===== src/rtl/fetch_stage.sv =====
// fetch_stage: RV32I front end. Owns the PC and the IF/ID register, drives the
// instruction-memory address and obeys the hazard unit's stall handshake.
// Optional feature macro: PERF_CNT_EN builds saturating stall/redirect counters;
// without it stall_cnt and flush_cnt are tied to zero.
//
//   state | meaning
//   ------+---------------------------------------------------------
//   BOOT  | one cycle after reset: PC held, IF/ID bubble
//   RUN   | normal fetch: redirect > halt > independent PC / IF/ID update
//   HALT  | PC frozen, IF/ID bubble, halted=1; only rst leaves
module fetch_stage #(
  parameter logic [31:0] RESET_PC  = 32'h0000_0000,
  parameter logic [31:0] NOP_INSTR = 32'h0000_0013
) (
  input  logic        clk,
  input  logic        rst,
  input  logic        pcwrite_hz,
  input  logic        ifidwrite_hz,
  input  logic        redirect_ex,
  input  logic [31:0] redirect_pc,
  input  logic        halt_id,
  output logic [31:0] imem_addr,
  input  logic [31:0] imem_rdata,
  output logic [31:0] ifid_pc,
  output logic [31:0] ifid_instr,
  output logic        ifid_valid,
  output logic        halted,
  output logic [31:0] stall_cnt,
  output logic [31:0] flush_cnt
);

  localparam logic [1:0] BOOT = 2'd0;
  localparam logic [1:0] RUN  = 2'd1;
  localparam logic [1:0] HALT = 2'd2;

  logic [1:0]  state_q, state_d;
  logic [31:0] pc_q, pc_d;
  logic [31:0] ifid_pc_q, ifid_pc_d;
  logic [31:0] ifid_instr_q, ifid_instr_d;
  logic        ifid_valid_q, ifid_valid_d;

  // Next-state logic for the FSM, PC and IF/ID register
  always_comb begin
    state_d      = state_q;
    pc_d         = pc_q;
    ifid_pc_d    = ifid_pc_q;
    ifid_instr_d = ifid_instr_q;
    ifid_valid_d = ifid_valid_q;
    case (state_q)
      BOOT: begin
        state_d      = RUN;
        ifid_pc_d    = 32'h0;
        ifid_instr_d = NOP_INSTR;
        ifid_valid_d = 1'b0;
      end
      RUN: begin
        if (redirect_ex) begin
          // The instruction in IF/ID is younger than the redirecting one,
          // so it is squashed even if decode is asking to halt on it.
          pc_d         = {redirect_pc[31:2], 2'b00};
          ifid_pc_d    = 32'h0;
          ifid_instr_d = NOP_INSTR;
          ifid_valid_d = 1'b0;
        end else if (halt_id && ifid_valid_q) begin
          state_d      = HALT;
          ifid_pc_d    = 32'h0;
          ifid_instr_d = NOP_INSTR;
          ifid_valid_d = 1'b0;
        end else begin
          if (pcwrite_hz) begin
            pc_d = pc_q + 32'd4;
          end
          if (ifidwrite_hz) begin
            ifid_pc_d    = pc_q;
            ifid_instr_d = imem_rdata;
            ifid_valid_d = 1'b1;
          end
        end
      end
      HALT: begin
        ifid_pc_d    = 32'h0;
        ifid_instr_d = NOP_INSTR;
        ifid_valid_d = 1'b0;
      end
      default: begin
        state_d      = BOOT;
        ifid_pc_d    = 32'h0;
        ifid_instr_d = NOP_INSTR;
        ifid_valid_d = 1'b0;
      end
    endcase
  end

  // State registers with synchronous reset
  always_ff @(posedge clk) begin
    if (rst) begin
      state_q      <= BOOT;
      pc_q         <= RESET_PC;
      ifid_pc_q    <= 32'h0;
      ifid_instr_q <= NOP_INSTR;
      ifid_valid_q <= 1'b0;
    end else begin
      state_q      <= state_d;
      pc_q         <= pc_d;
      ifid_pc_q    <= ifid_pc_d;
      ifid_instr_q <= ifid_instr_d;
      ifid_valid_q <= ifid_valid_d;
    end
  end

  assign imem_addr  = pc_q;
  assign ifid_pc    = ifid_pc_q;
  assign ifid_instr = ifid_instr_q;
  assign ifid_valid = ifid_valid_q;
  assign halted     = (state_q == HALT);

`ifdef PERF_CNT_EN
  logic [31:0] stall_cnt_q;
  logic [31:0] flush_cnt_q;

  // Saturating stall counter: RUN cycles where the PC is held and not redirected
  always_ff @(posedge clk) begin
    if (rst) begin
      stall_cnt_q <= 32'h0;
    end else if (state_q == RUN && !pcwrite_hz && !redirect_ex &&
                 stall_cnt_q != 32'hFFFF_FFFF) begin
      stall_cnt_q <= stall_cnt_q + 32'd1;
    end
  end

  // Saturating redirect counter: RUN cycles with an EX redirect
  always_ff @(posedge clk) begin
    if (rst) begin
      flush_cnt_q <= 32'h0;
    end else if (state_q == RUN && redirect_ex &&
                 flush_cnt_q != 32'hFFFF_FFFF) begin
      flush_cnt_q <= flush_cnt_q + 32'd1;
    end
  end

  assign stall_cnt = stall_cnt_q;
  assign flush_cnt = flush_cnt_q;
`else
  assign stall_cnt = 32'h0;
  assign flush_cnt = 32'h0;
`endif

endmodule


===== config.mk =====
export PLATFORM = sky130hd
export DESIGN_NAME = fetch_stage
export DESIGN_NICKNAME = d
export VERILOG_FILES = /design/src/rtl/fetch_stage.sv
export SDC_FILE = /design/constraint.sdc
export NUM_CORES = 1
export LEC_CHECK = 0
export BUFFER_PORTS_ARGS = -buffer_cell sky130_fd_sc_hd__buf_2
export CAP_MARGIN = 5
export CORE_UTILIZATION = 37
export CTS_CLUSTER_SIZE = 16
export DETAILED_ROUTE_END_ITERATION = 8
export HOLD_SLACK_MARGIN = 0.05
export PLACE_DENSITY_LB_ADDON = 0.12
export SETUP_SLACK_MARGIN = 0.1
export SYNTH_ARGS = -nofsm -noshare
export SYNTH_HDL_FRONTEND = slang
export SYNTH_SLANG_ARGS = --single-unit
export TNS_END_PERCENT = 100

===== constraint.sdc =====
create_clock -name clk -period 2.7 [get_ports clk]
set_input_delay 0.54 -clock clk [delete_from_list [all_inputs] [get_ports clk]]
set_output_delay 0.54 -clock clk [all_outputs]
set_load 0.05 [all_outputs]

==> flow_summary_export.csv <==
group,metric,value,unit
synthesis,async_flop_share,0,%
synthesis,yosys.area_share.xor_xnor,0,%
clocking,cts_root_buf,"clkbuf_16",
final_layout,num_antenna_cells,0,
placed_design,placed_cells,864,
clocking,cts_buffers,9,
timing,final_hold_viol_count,0,
clocking,cts_tree,"yes",
synthesis,syn_avg_cell_area,8.67,sq um
drt,wl_per_cell,14.1,um
clocking,clk_pin_slew_worst_paths,70,ps
final_layout,final_common_cell,"buf_2",
synthesis,syn_area,0.00479,sq mm
final_layout,synthToLayoutAreaGrowth,23.0,%
placed_design,dp_slack,532,ps
setup_path,startpoint_type,"flop",
synthesis,syn_inst,552,
worst_hold_path,whs_path_depth,2,
drt,topRoutingLayerUsed,"met4",
timing,tns,0,ps
drt,dr_total_vias,4278,
placed_design,port_buffers,161,
setup_path,critPathRequiredTime,2970,ps
floorplan,die_height,116,um
drt,drt-total-wl,12.4,mm
synthesis,synthMuxAreaShare,13.4,%
power,power.total,3.49,mW
setup_path,r2r_cells,5,
timing,rsz0062_at_grt,"no",
timing,layout_min_cycle_time,2230,ps
clocking,ctsResizeCount,0,
power,power.density,592,mW/mm^2
clocking,clockBufferDepth,2,
final_layout,most-common-layout-cells,"buf_2 (160), dfxtp_1 (95), nor2_1 (85)",
power,ir_drop,0.257,mV
drt,drtPass1Iterations,4,
floorplan,core_area,0.0126,sq mm
drt,wl_met2,5.60,mm
clocking,h-tree-depth,3,
final_layout,layout.cells.non_filler,880,
timing,slew_viol_final,0,
floorplan,dieWidth,116,um
synthesis,synth-compound-area-share,13.0,%
synthesis,seq_area_frac_synth,39.7,%
setup_path,r2r_end,"imem_addr[31]$_SDFFE_PP0P_",
worst_hold_path,hold_class,"primary input to flop",
flow_run,drv_cap,0,
synthesis,synth_edf_count,0,
timing,tightest_slew,518,ps
power,leakagePower,2.80,nW
setup_path,worst_ep_arrival_time,2500,ps
synthesis,synthSimpleGateAreaFrac,19.5,%
global_route,overflow,0,
setup_path,criticalPathCategory,"flop to flop",
final_layout,drive_above_1_share,29.1,%
synthesis,ys_ff_latch,95,
setup_path,critPathCaptureType,"flop",
timing,fin_skew,11.5,ps
timing,setup_violations,0,
floorplan,ios,232,
floorplan,row_count,41,
setup_path,worstPathMaxFanout,6,
drt,route.layer.met1.wl,5.77,mm
drt,wl_met3,947,um
drt,drc,0,
worst_hold_path,hold_end,"ifid_instr[0]$_SDFFE_PP1P_",
timing,clock.fmax,0.449,GHz
final_layout,nets,774,
synthesis,synth_cell_types,55,
timing,finalWorstSetupSlack,473,ps
setup_path,r2r-start,"imem_addr[15]$_SDFFE_PP0P_",
synthesis,synth_flop_cell,"dfxtp_1",
global_route,grt_pass1_vias,3796,
worst_hold_path,hp-start,"imem_rdata[0]",
drt,postRouteAntennaNets,0,
setup_path,rrSetupSlack,470,ps
placed_design,dp_hpwl,8.87,mm
placed_design,routabilityCongestion,0.779,
final_layout,fin_util,46.7,%
synthesis,synthAdderAreaFrac,0.261,%
clocking,postCtsSetupBuffers,0,
timing,slew_headroom,65.2,%
floorplan,start_util,37.9,%
timing,finalCritPeriodShare,82.5,%
global_route,grt_max_degree,55,
clocking,clk_latency,340,ps
status,status,"completed",
global_route,antenna_found_initial,0,
clocking,cts_sinks,95,
floorplan,dieArea,0.0134,sq mm
global_route,grt_pass1_wl,19.3,mm
drt,drtIter0Drc,167,
synthesis,ys_warn_count,0,
global_route,track_usage,18.5,%
clocking,cts-hold-fix-buffers,0,
synthesis,synth_top_family_by_area,"simple AND/OR/NAND/NOR gates",
drt,drt-vias-per-instance,4.86,
[worst max-delay path, cell delays in order (launching register included)]
cell,delay (ps)
dfxtp_1,490
nand4_4,190
nor4_2,550
nand2_1,250
or4_1,520
a31oi_1,160
[power by group]
part | total [mW] | switching [mW] | leakage (nW) | internal (mW)
clock network | 1.31 | 0.546 | 0.152 | 0.767
registers | 1.49 | 0.0523 | 0.771 | 1.44
logic | 0.682 | 0.516 | 1.88 | 0.166
total | 3.49 | 1.11 | 2.80 | 2.37
[stage by stage]
stage               cell area, sq um  hold slack (ps)
CTS                             5890              394
finish                          5890              406
global placement                5580              454
floorplan                       5040              442
detailed placement              5580              475
global route                    5890              394
[cell usage after synthesis, types with 2 or more instances]
cell type | instances | area, sq um
a211o_1 | 3 | 26.3
a211oi_1 | 2 | 15.0
a21oi_1 | 16 | 80.1
a22o_1 | 4 | 35.0
a22oi_1 | 3 | 22.5
a311oi_1 | 2 | 17.5
a31oi_1 | 11 | 68.8
a32o_1 | 3 | 30.0
a32oi_1 | 2 | 17.5
and3_1 | 10 | 62.6
and4_1 | 2 | 17.5
buf_2 | 3 | 15.0
buf_4 | 68 | 510
clkbuf_1 | 32 | 120
clkbuf_2 | 2 | 10.0
dfxtp_1 | 95 | 1900
inv_1 | 3 | 11.3
mux2i_1 | 63 | 631
nand2_1 | 34 | 128
nand3_1 | 17 | 85.1
nand4_1 | 6 | 37.5
nor2_1 | 85 | 319
nor2b_1 | 8 | 50.1
nor3_1 | 3 | 15.0
nor3b_1 | 3 | 22.5
nor4_1 | 5 | 31.3
o211ai_1 | 2 | 15.0
o21a_1 | 2 | 15.0
o21ai_0 | 19 | 95.1
o21ai_1 | 2 | 10.0
o22ai_1 | 2 | 12.5
o31ai_1 | 5 | 37.5
o41ai_1 | 6 | 52.6
or3_1 | 2 | 12.5
or4_1 | 7 | 52.6
[worst max-delay path by stage]
stage,start,to,depth (start not counted)
after floorplan,imem_addr[13]$_SDFFE_PP0P_,imem_addr[21]$_SDFFE_PP0P_,6
after global placement,imem_addr[14]$_SDFFE_PP0P_,imem_addr[31]$_SDFFE_PP0P_,5
after detailed placement,imem_addr[19]$_SDFFE_PP0P_,imem_addr[31]$_SDFFE_PP0P_,5
after CTS,imem_addr[2]$_SDFFE_PP0P_,imem_addr[30]$_SDFFE_PP0P_,6
after global routing,imem_addr[19]$_SDFFE_PP0P_,imem_addr[31]$_SDFFE_PP0P_,5
final,imem_addr[15]$_SDFFE_PP0P_,imem_addr[31]$_SDFFE_PP0P_,5
[metal layers]
metal | global-route usage (%) | up-vias
met5 | 0 | -
met1 | 25.1 | 1983
met2 | 28.0 | 172
met4 | 6.07 | 0
li1 | - | 2116
met3 | 5.54 | 7
[cell type report]
cell class	instances	area (sq um)
Sequential cell	95	1900
Fill cell	1286	6730
Tap cell	172	215
Clock inverter	5	56.3
Multi-Input combinational cell	415	2470
Clock buffer	11	253
Timing Repair Buffer	179	981
Inverter	3	11.3
[flip-flops by register name (all words and copies together) (netlist names)]
name        flops
ifid_valid      1
state_q         2
ifid_instr     32
ifid_pc        30
imem_addr      30
[cell families after synthesis]
family,count (synthesis)
and+or+nand+nor,190
buffers and inverters,109
DFF,95
AOI/OAI and AO/OA,92
muxes,64
adders and majority gates,1
other,1
(Power assumes the default switching activity.)
